`src/rtl/ctrl_pipe.sv`:
```
// Control-word carrier for the 5-stage MIPS pipeline: moves decoded control
// through ID/EX, EX/MEM and MEM/WB, with load-use stall, flush and EX forwarding.
module ctrl_pipe #(
  parameter int REG_AW = 5,
  parameter int CTRL_W = 11
) (
  input  logic              clk_i,
  input  logic              rst_i,
  input  logic [CTRL_W-1:0] id_ctrl_i,
  input  logic              id_valid_i,
  input  logic [REG_AW-1:0] id_rs_i,
  input  logic [REG_AW-1:0] id_rt_i,
  input  logic [REG_AW-1:0] id_rd_i,
  input  logic              ex_branch_taken_i,
  output logic              pc_write_o,
  output logic              ifid_write_o,
  output logic              ifid_flush_o,
  output logic              ex_alusrc_o,
  output logic [1:0]        ex_aluop_o,
  output logic              ex_branch_o,
  output logic [REG_AW-1:0] ex_wreg_o,
  output logic              mem_memread_o,
  output logic              mem_memwrite_o,
  output logic [REG_AW-1:0] mem_wreg_o,
  output logic              wb_regwrite_o,
  output logic              wb_memtoreg_o,
  output logic [REG_AW-1:0] wb_wreg_o,
  output logic [1:0]        fwd_a_o,
  output logic [1:0]        fwd_b_o
);

  localparam int B_REGDST   = 10;
  localparam int B_ALUSRC   = 9;
  localparam int B_MEMTOREG = 8;
  localparam int B_REGWRITE = 7;
  localparam int B_MEMREAD  = 6;
  localparam int B_MEMWRITE = 5;
  localparam int B_BRANCH   = 4;
  localparam int B_JUMP     = 3;
  localparam int B_EXTOP    = 2;

  typedef struct packed {
    logic              regdst;
    logic              alusrc;
    logic              memtoreg;
    logic              regwrite;
    logic              memread;
    logic              memwrite;
    logic              branch;
    logic [1:0]        aluop;
    logic [REG_AW-1:0] rs;
    logic [REG_AW-1:0] rt;
    logic [REG_AW-1:0] rd;
  } idex_t;

  typedef struct packed {
    logic              memtoreg;
    logic              regwrite;
    logic              memread;
    logic              memwrite;
    logic [REG_AW-1:0] wreg;
  } exmem_t;

  typedef struct packed {
    logic              memtoreg;
    logic              regwrite;
    logic [REG_AW-1:0] wreg;
  } memwb_t;

  idex_t  idex_q,  idex_d;
  exmem_t exmem_q, exmem_d;
  memwb_t memwb_q, memwb_d;

  logic [REG_AW-1:0] ex_wreg;
  logic              load_use;
  logic              id_jump;
  logic              load_id;
  logic              unused_extop;

  // ExtOp steers the immediate extender in ID; nothing downstream needs it.
  assign unused_extop = id_ctrl_i[B_EXTOP];

  assign ex_wreg = idex_q.regdst ? idex_q.rd : idex_q.rt;
  assign id_jump = id_valid_i & id_ctrl_i[B_JUMP];

  assign load_use = idex_q.memread & (ex_wreg != '0) & id_valid_i &
                    ((ex_wreg == id_rs_i) | (ex_wreg == id_rt_i));

  // Taken branch outranks the stall so the target fetch is not held back.
  always_comb begin
    pc_write_o   = 1'b1;
    ifid_write_o = 1'b1;
    ifid_flush_o = 1'b0;
    load_id      = id_valid_i;
    if (ex_branch_taken_i) begin
      ifid_flush_o = 1'b1;
      load_id      = 1'b0;
    end else if (load_use) begin
      pc_write_o   = 1'b0;
      ifid_write_o = 1'b0;
      load_id      = 1'b0;
    end else if (id_jump) begin
      ifid_flush_o = 1'b1;
      load_id      = 1'b0;
    end
  end

  always_comb begin
    idex_d = '0;
    if (load_id) begin
      idex_d.regdst   = id_ctrl_i[B_REGDST];
      idex_d.alusrc   = id_ctrl_i[B_ALUSRC];
      idex_d.memtoreg = id_ctrl_i[B_MEMTOREG];
      idex_d.regwrite = id_ctrl_i[B_REGWRITE];
      idex_d.memread  = id_ctrl_i[B_MEMREAD];
      idex_d.memwrite = id_ctrl_i[B_MEMWRITE];
      idex_d.branch   = id_ctrl_i[B_BRANCH];
      idex_d.aluop    = id_ctrl_i[1:0];
      idex_d.rs       = id_rs_i;
      idex_d.rt       = id_rt_i;
      idex_d.rd       = id_rd_i;
    end
  end

  always_comb begin
    exmem_d.memtoreg = idex_q.memtoreg;
    exmem_d.regwrite = idex_q.regwrite;
    exmem_d.memread  = idex_q.memread;
    exmem_d.memwrite = idex_q.memwrite;
    exmem_d.wreg     = ex_wreg;
    memwb_d.memtoreg = exmem_q.memtoreg;
    memwb_d.regwrite = exmem_q.regwrite;
    memwb_d.wreg     = exmem_q.wreg;
  end

  always_ff @(posedge clk_i or posedge rst_i) begin
    if (rst_i) begin
      idex_q  <= '0;
      exmem_q <= '0;
      memwb_q <= '0;
    end else begin
      idex_q  <= idex_d;
      exmem_q <= exmem_d;
      memwb_q <= memwb_d;
    end
  end

  // Operand 0 is rs (A), operand 1 is rt (B); EX/MEM is the younger result.
  logic [1:0] fwd_sel [2];

  genvar gi;
  generate
    for (gi = 0; gi < 2; gi++) begin : g_fwd
      logic [REG_AW-1:0] src;
      logic              hit_mem;
      logic              hit_wb;
      assign src     = (gi == 0) ? idex_q.rs : idex_q.rt;
      assign hit_mem = exmem_q.regwrite & (exmem_q.wreg != '0) & (exmem_q.wreg == src);
      assign hit_wb  = memwb_q.regwrite & (memwb_q.wreg != '0) & (memwb_q.wreg == src);
      assign fwd_sel[gi] = hit_mem ? 2'b10 : (hit_wb ? 2'b01 : 2'b00);
    end
  endgenerate

  assign fwd_a_o = fwd_sel[0];
  assign fwd_b_o = fwd_sel[1];

  assign ex_alusrc_o    = idex_q.alusrc;
  assign ex_aluop_o     = idex_q.aluop;
  assign ex_branch_o    = idex_q.branch;
  assign ex_wreg_o      = ex_wreg;
  assign mem_memread_o  = exmem_q.memread;
  assign mem_memwrite_o = exmem_q.memwrite;
  assign mem_wreg_o     = exmem_q.wreg;
  assign wb_regwrite_o  = memwb_q.regwrite;
  assign wb_memtoreg_o  = memwb_q.memtoreg;
  assign wb_wreg_o      = memwb_q.wreg;

endmodule

```
`config.mk`:
```
export PLATFORM = sky130hd
export DESIGN_NAME = ctrl_pipe
export DESIGN_NICKNAME = d
export VERILOG_FILES = /design/src/rtl/ctrl_pipe.sv
export SDC_FILE = /design/constraint.sdc
export NUM_CORES = 1
export LEC_CHECK = 0
export ABC_AREA = 1
export CAP_MARGIN = 20
export CORE_AREA = 3 3 61 77
export CTS_CLUSTER_DIAMETER = 30
export DETAILED_ROUTE_END_ITERATION = 12
export DIE_AREA = 0 0 64 80
export GPL_TIMING_DRIVEN = 0
export PLACE_DENSITY = 0.85
export SYNTH_ARGS = -nofsm -noshare
export SYNTH_HDL_FRONTEND = slang
export SYNTH_SLANG_ARGS = --single-unit
```
`constraint.sdc`:
```
create_clock -name clk_i -period 2.8 [get_ports clk_i]
set_clock_uncertainty 0.15 [all_clocks]
set_input_delay 0.28 -clock clk_i [delete_from_list [all_inputs] [get_ports clk_i]]
set_output_delay 0.28 -clock clk_i [all_outputs]
set_load 0.05 [all_outputs]
```
======== Word-level counts from Yosys, hierarchy flattened ========
Index checks and enable logic that the tools add are counted.
storage, ports and cells
  register bits after elaboration ......... 40
  output and inout port bits .............. 30
operators by class
  equality and inequality tests ........... 6
  mux-type cells .......................... 14
  bitwise operators ....................... 11
  reductions and logical operators ........ 3
operator list
  cell                 number
  equality test 5 bit  6
  two-way mux 24 bit   1
  nonzero test 5 bit   3
  bitwise AND 1 bit    10
  two-way mux 1 bit    10
  two-way mux 5 bit    1
  two-way mux 2 bit    2
  bitwise OR 1 bit     1

======== Logic depth before layout (Yosys ltp) ========
  word-level depth ........................ 8
  depth in mapped cells ................... 13
  depth with buffers taken out ............ 11

======== Worst setup path after synthesis ========
OpenSTA, ideal clock, no wires.
  path type ............................... register -> output
  start point ............................. reg idex_q[23] (netlist bit)
  end point ............................... out pc_write_o
  arrival ................................. 1777 ps
  required time ........................... 2370 ps
  setup slack ............................. 593 ps
  cell stages (with the launch flop) ...... 11
  path buffers ............................ 2
  path through ............................ dfrtp_1 -> buf_6 -> nand2_1 -> nand2_2 -> nand2_1 -> nand2_1 -> nor2_1 -> nand3_1 -> nand2_1 -> nand3_1 -> buf_4
RTL lines
  element                   line  RTL
  start: declaration        70    idex_t idex_q, idex_d;
  start signal: assignment  142   idex_q <= idex_d;
  end: declaration          15    output logic pc_write_o,

==> results.md <==
- The flow ran to the end, and the final reports show no timing, DRC or antenna violations.
- After detailed routing, the average wire length per cell comes to 11.7 µm.
- The level count of the clock H-tree is 2.
- The final layout contains 318 nets.
- In the final layout, flip-flops and latches occupy 1000 µm².
- The iteration count of the initial detailed-routing pass is 6.
- The net count after synthesis is 253.
- The transition time of the tightest slew-check pin is 0.781 ns.
- The hold-critical path depth is 0.
- The minimum clock period after layout is 2.60 ns.
- After clock tree synthesis, the clock-pin slew on the worst setup and hold paths is 0.08 ns.
- The number of global-route vias before repair is 1535.
- The arrival time of data at the critical path endpoint is 2.17 ns.
- The placement-stage worst setup slack is 0.173 ns.
- The multi-input logic area is 683 µm².
- The TritonCTS clock tree is done.
- The clock latency reported for the late side of the worst-skew pair is 0.29 ns.
- The area growth from synthesis to layout is 38.2%.
- After synthesis the netlist holds a flip-flop and latch count of 40.
- Summing the sequential cell areas from Yosys gives 51.0% of the chip area.
- Setup total negative slack on the finished layout was measured at 0 ns.
- The post-route worst setup slack is 0.205 ns.
- Among all flip-flop cells after synthesis, the most frequent one is dfrtp_1.
- Dividing the detail-routed via count by the number of cells gives 4.58.
- The Yosys step of the flow raised 0 warnings.
- The first global-routing pass estimated 6.76 mm of wire.
- The die height is 80 µm.
- After synthesis the cells add up to 1960 µm².
- The congestion estimate from routability-driven global placement came to 0.848.
- Setup violations remaining at the end of the flow were counted as 0.
- The total power density per cell area is 433 nW/µm².
- Setup repair after global routing left no endpoint under its margin.
- In this run, synthesis inferred 0 flip-flops with an integrated enable.
- The total number of clock tree sinks is 40.
- The number of setup buffers added after CTS is 0.
- The max-slew violation total from the final report came to 0.
- The detailed-route wire length is 4.04 mm.
- Across the run, the number of max-cap violations was 0.
- Leaving out fill and tap cells, the most frequent cells in the layout are clkdlybuf4s50_1, dfrtp_1, nand2_1.
- In the final layout, the share of cells above drive strength 1 is 16.3%.
- Leaving out fill and tap cells, the most frequent cell in the layout is clkdlybuf4s50_1.
- The number of antenna violations at the first check in global routing is 0.
- The endpoint of the lowest-slack register-to-register path is g_fwd[1].src[3].
- The number of buffers inserted during clock tree synthesis is 5.
- For this configuration, the core starts out at a cell density of 48.3%.
- Summed over all nets, the half-perimeter wirelength after detailed placement is 3.22 mm.
- The count of inserted antenna diode cells is 0.
- For this block, the initial DRC count from the detailed router was 43.
- The number of filler instances in the final layout is 335.
- The finished layout holds 345 standard cells, fillers aside.
- The overall overflow remaining after global route is 0.
- The clock passes through at most 2 buffers.
- Derived from the worst setup path, the maximum achievable clock frequency is 0.385 GHz.
- The number of cells after detailed placement is 337.
- Pin placement for this block handled 60 I/O pins.
- The global-route total usage across every layer is 17.6%.
- The beginning of the worst hold path is exmem_d[7].
- The startpoint type of the worst setup path is a flop.
- The gate count of the mapped netlist is 223.
- The post-detailed-route DRC marker count is 0.
- Buffers placed on the I/O ports in this run total 58.
- The source of the worst register-to-register timing path is idex_q[23].
- The async set or reset register ratio after synthesis is 100%.
- The detailed router placed 1579 vias in this run.
- Entering global routing, the biggest net connects 41 pins.
- Dividing the final minimum period by the clock period gives 92.7%.
- The cell row count is 26.
- The die footprint is 5120 µm².
- The peak supply drop is 0.000367 V.
- The width of the die is 64 µm.
- The destination of the worst hold path is exmem_q[7].
- The path type of the worst min-delay path is flop to flop.
- STA classifies the critical path endpoint as an output port.
- The worst slew margin relative to its limit is 47.9%.
- The number of different library cells used by synthesis comes to 19.
- A synthesized cell averages 8.81 µm².
- The cell depth of the worst flop-to-flop path is 10.
- The data required time of the critical path is 2.37 ns.
- Once detail routing completed, the nets flagged for antenna violations numbered 0.
- Along the worst path, the maximum fanout reaches 8.
- The critical path in this run is classified as flop to output port.
- The static leakage is 1.48 nW.
- The clock tree root driver cell is clkbuf_8.
- The core region is 4070 µm².
- The number of hold violations in the final report is 0.
- Across all register-to-register paths, the minimum setup slack is 0.99 ns.
## synthesized netlist by cell type, types with 3 or more instances
master   count  area, µm²
nor2_1      25       93.8
nand3_1     16       80.1
nor2_2      10       62.6
nand2_2      7       43.8
nor3_1       3       15.0
nand2_1     38        143
xnor2_1     10       87.6
o21ai_0      3       15.0
buf_4       15        113
dfrtp_1     40       1000
buf_6        3       33.8
inv_1       35        131
xor2_1      10       87.6
## sequential cells by signal, indices dropped and copies added, names as in the netlist
register,flops
exmem_q,2
wb_memtoreg_o,1
exmem_d,4
mem_wreg_o,5
wb_regwrite_o,1
ex_branch_o,1
mem_memread_o,1
g_fwd.src,10
ex_alusrc_o,1
ex_aluop_o,2
idex_q,6
mem_memwrite_o,1
wb_wreg_o,5
## area by class of cell
cell class                 instances  area share [%]
timing repair buffer              58            21.6
sequential                        40            36.9
inverter                          36            5.16
buffer                            18            5.39
tap                               56            2.58
clock buffer                       5            2.53
clock inverter                     3           0.691
multi-input combinational        129            25.2
## kinds of logic after synthesis
kind of cell    Yosys count  share of synthesized area, %
flops                    40                          51.0
simple gates            105                          24.5
xor+xnor                 20                          8.92
buf+inv                  54                          14.6
compound gates            4                          1.02
## what timing repair did
action,CTS,global route
gates cloned,0,0
gates resized for setup,3,5
setup endpoints to repair,3,3
hold buffers,0,0
## worst max-delay path by stage
stage / from / endpoint
after floorplan: idex_q[23] / pc_write_o
after global placement: id_rs_i[0] / pc_write_o
after detailed placement: id_rs_i[0] / pc_write_o
after CTS: idex_q[23] / ifid_write_o
after global routing: idex_q[23] / ifid_flush_o
final: idex_q[23] / ifid_flush_o
## through the flow
stage          total power, mW  instance area (µm²)  utilization [%]  hold WS, ns
2_1_floorplan            0.738                 1960                -        0.181
3_3_place_gp             0.818                 2620             64.3        0.183
3_5_place_dp             0.822                 2620             64.3        0.185
4_1_cts                   1.19                 2700             66.4        0.203
5_1_grt                   1.23                 2720             66.8        0.214
6_report                  1.18                 2720             66.8        0.203
## power breakdown
part | internal [mW] | switching, mW
clock network | 0.173 | 0.194
logic | 0.0902 | 0.112
registers | 0.593 | 0.0137
## critical path, cell delays in order (launching register included)
cell and delay, ns:
dfrtp_1 0.37, buf_6 0.14, inv_6 0.08, nand2_1 0.07
nand2_1 0.15, nand2_1 0.08, nand2_1 0.07, nor2_1 0.04
nand3_1 0.06, nand2_1 0.09, nand2_2 0.10, nand2_1 0.05
nand2_1 0.06, dlygate4sd2_1 0.52
## metal layers
metal	track usage (%)	wire [µm]
met4	6.70	95
met3	4.79	199
met5	0	0
met1	17.7	1430
met2	33.6	2310
(Power assumes the default switching activity.)
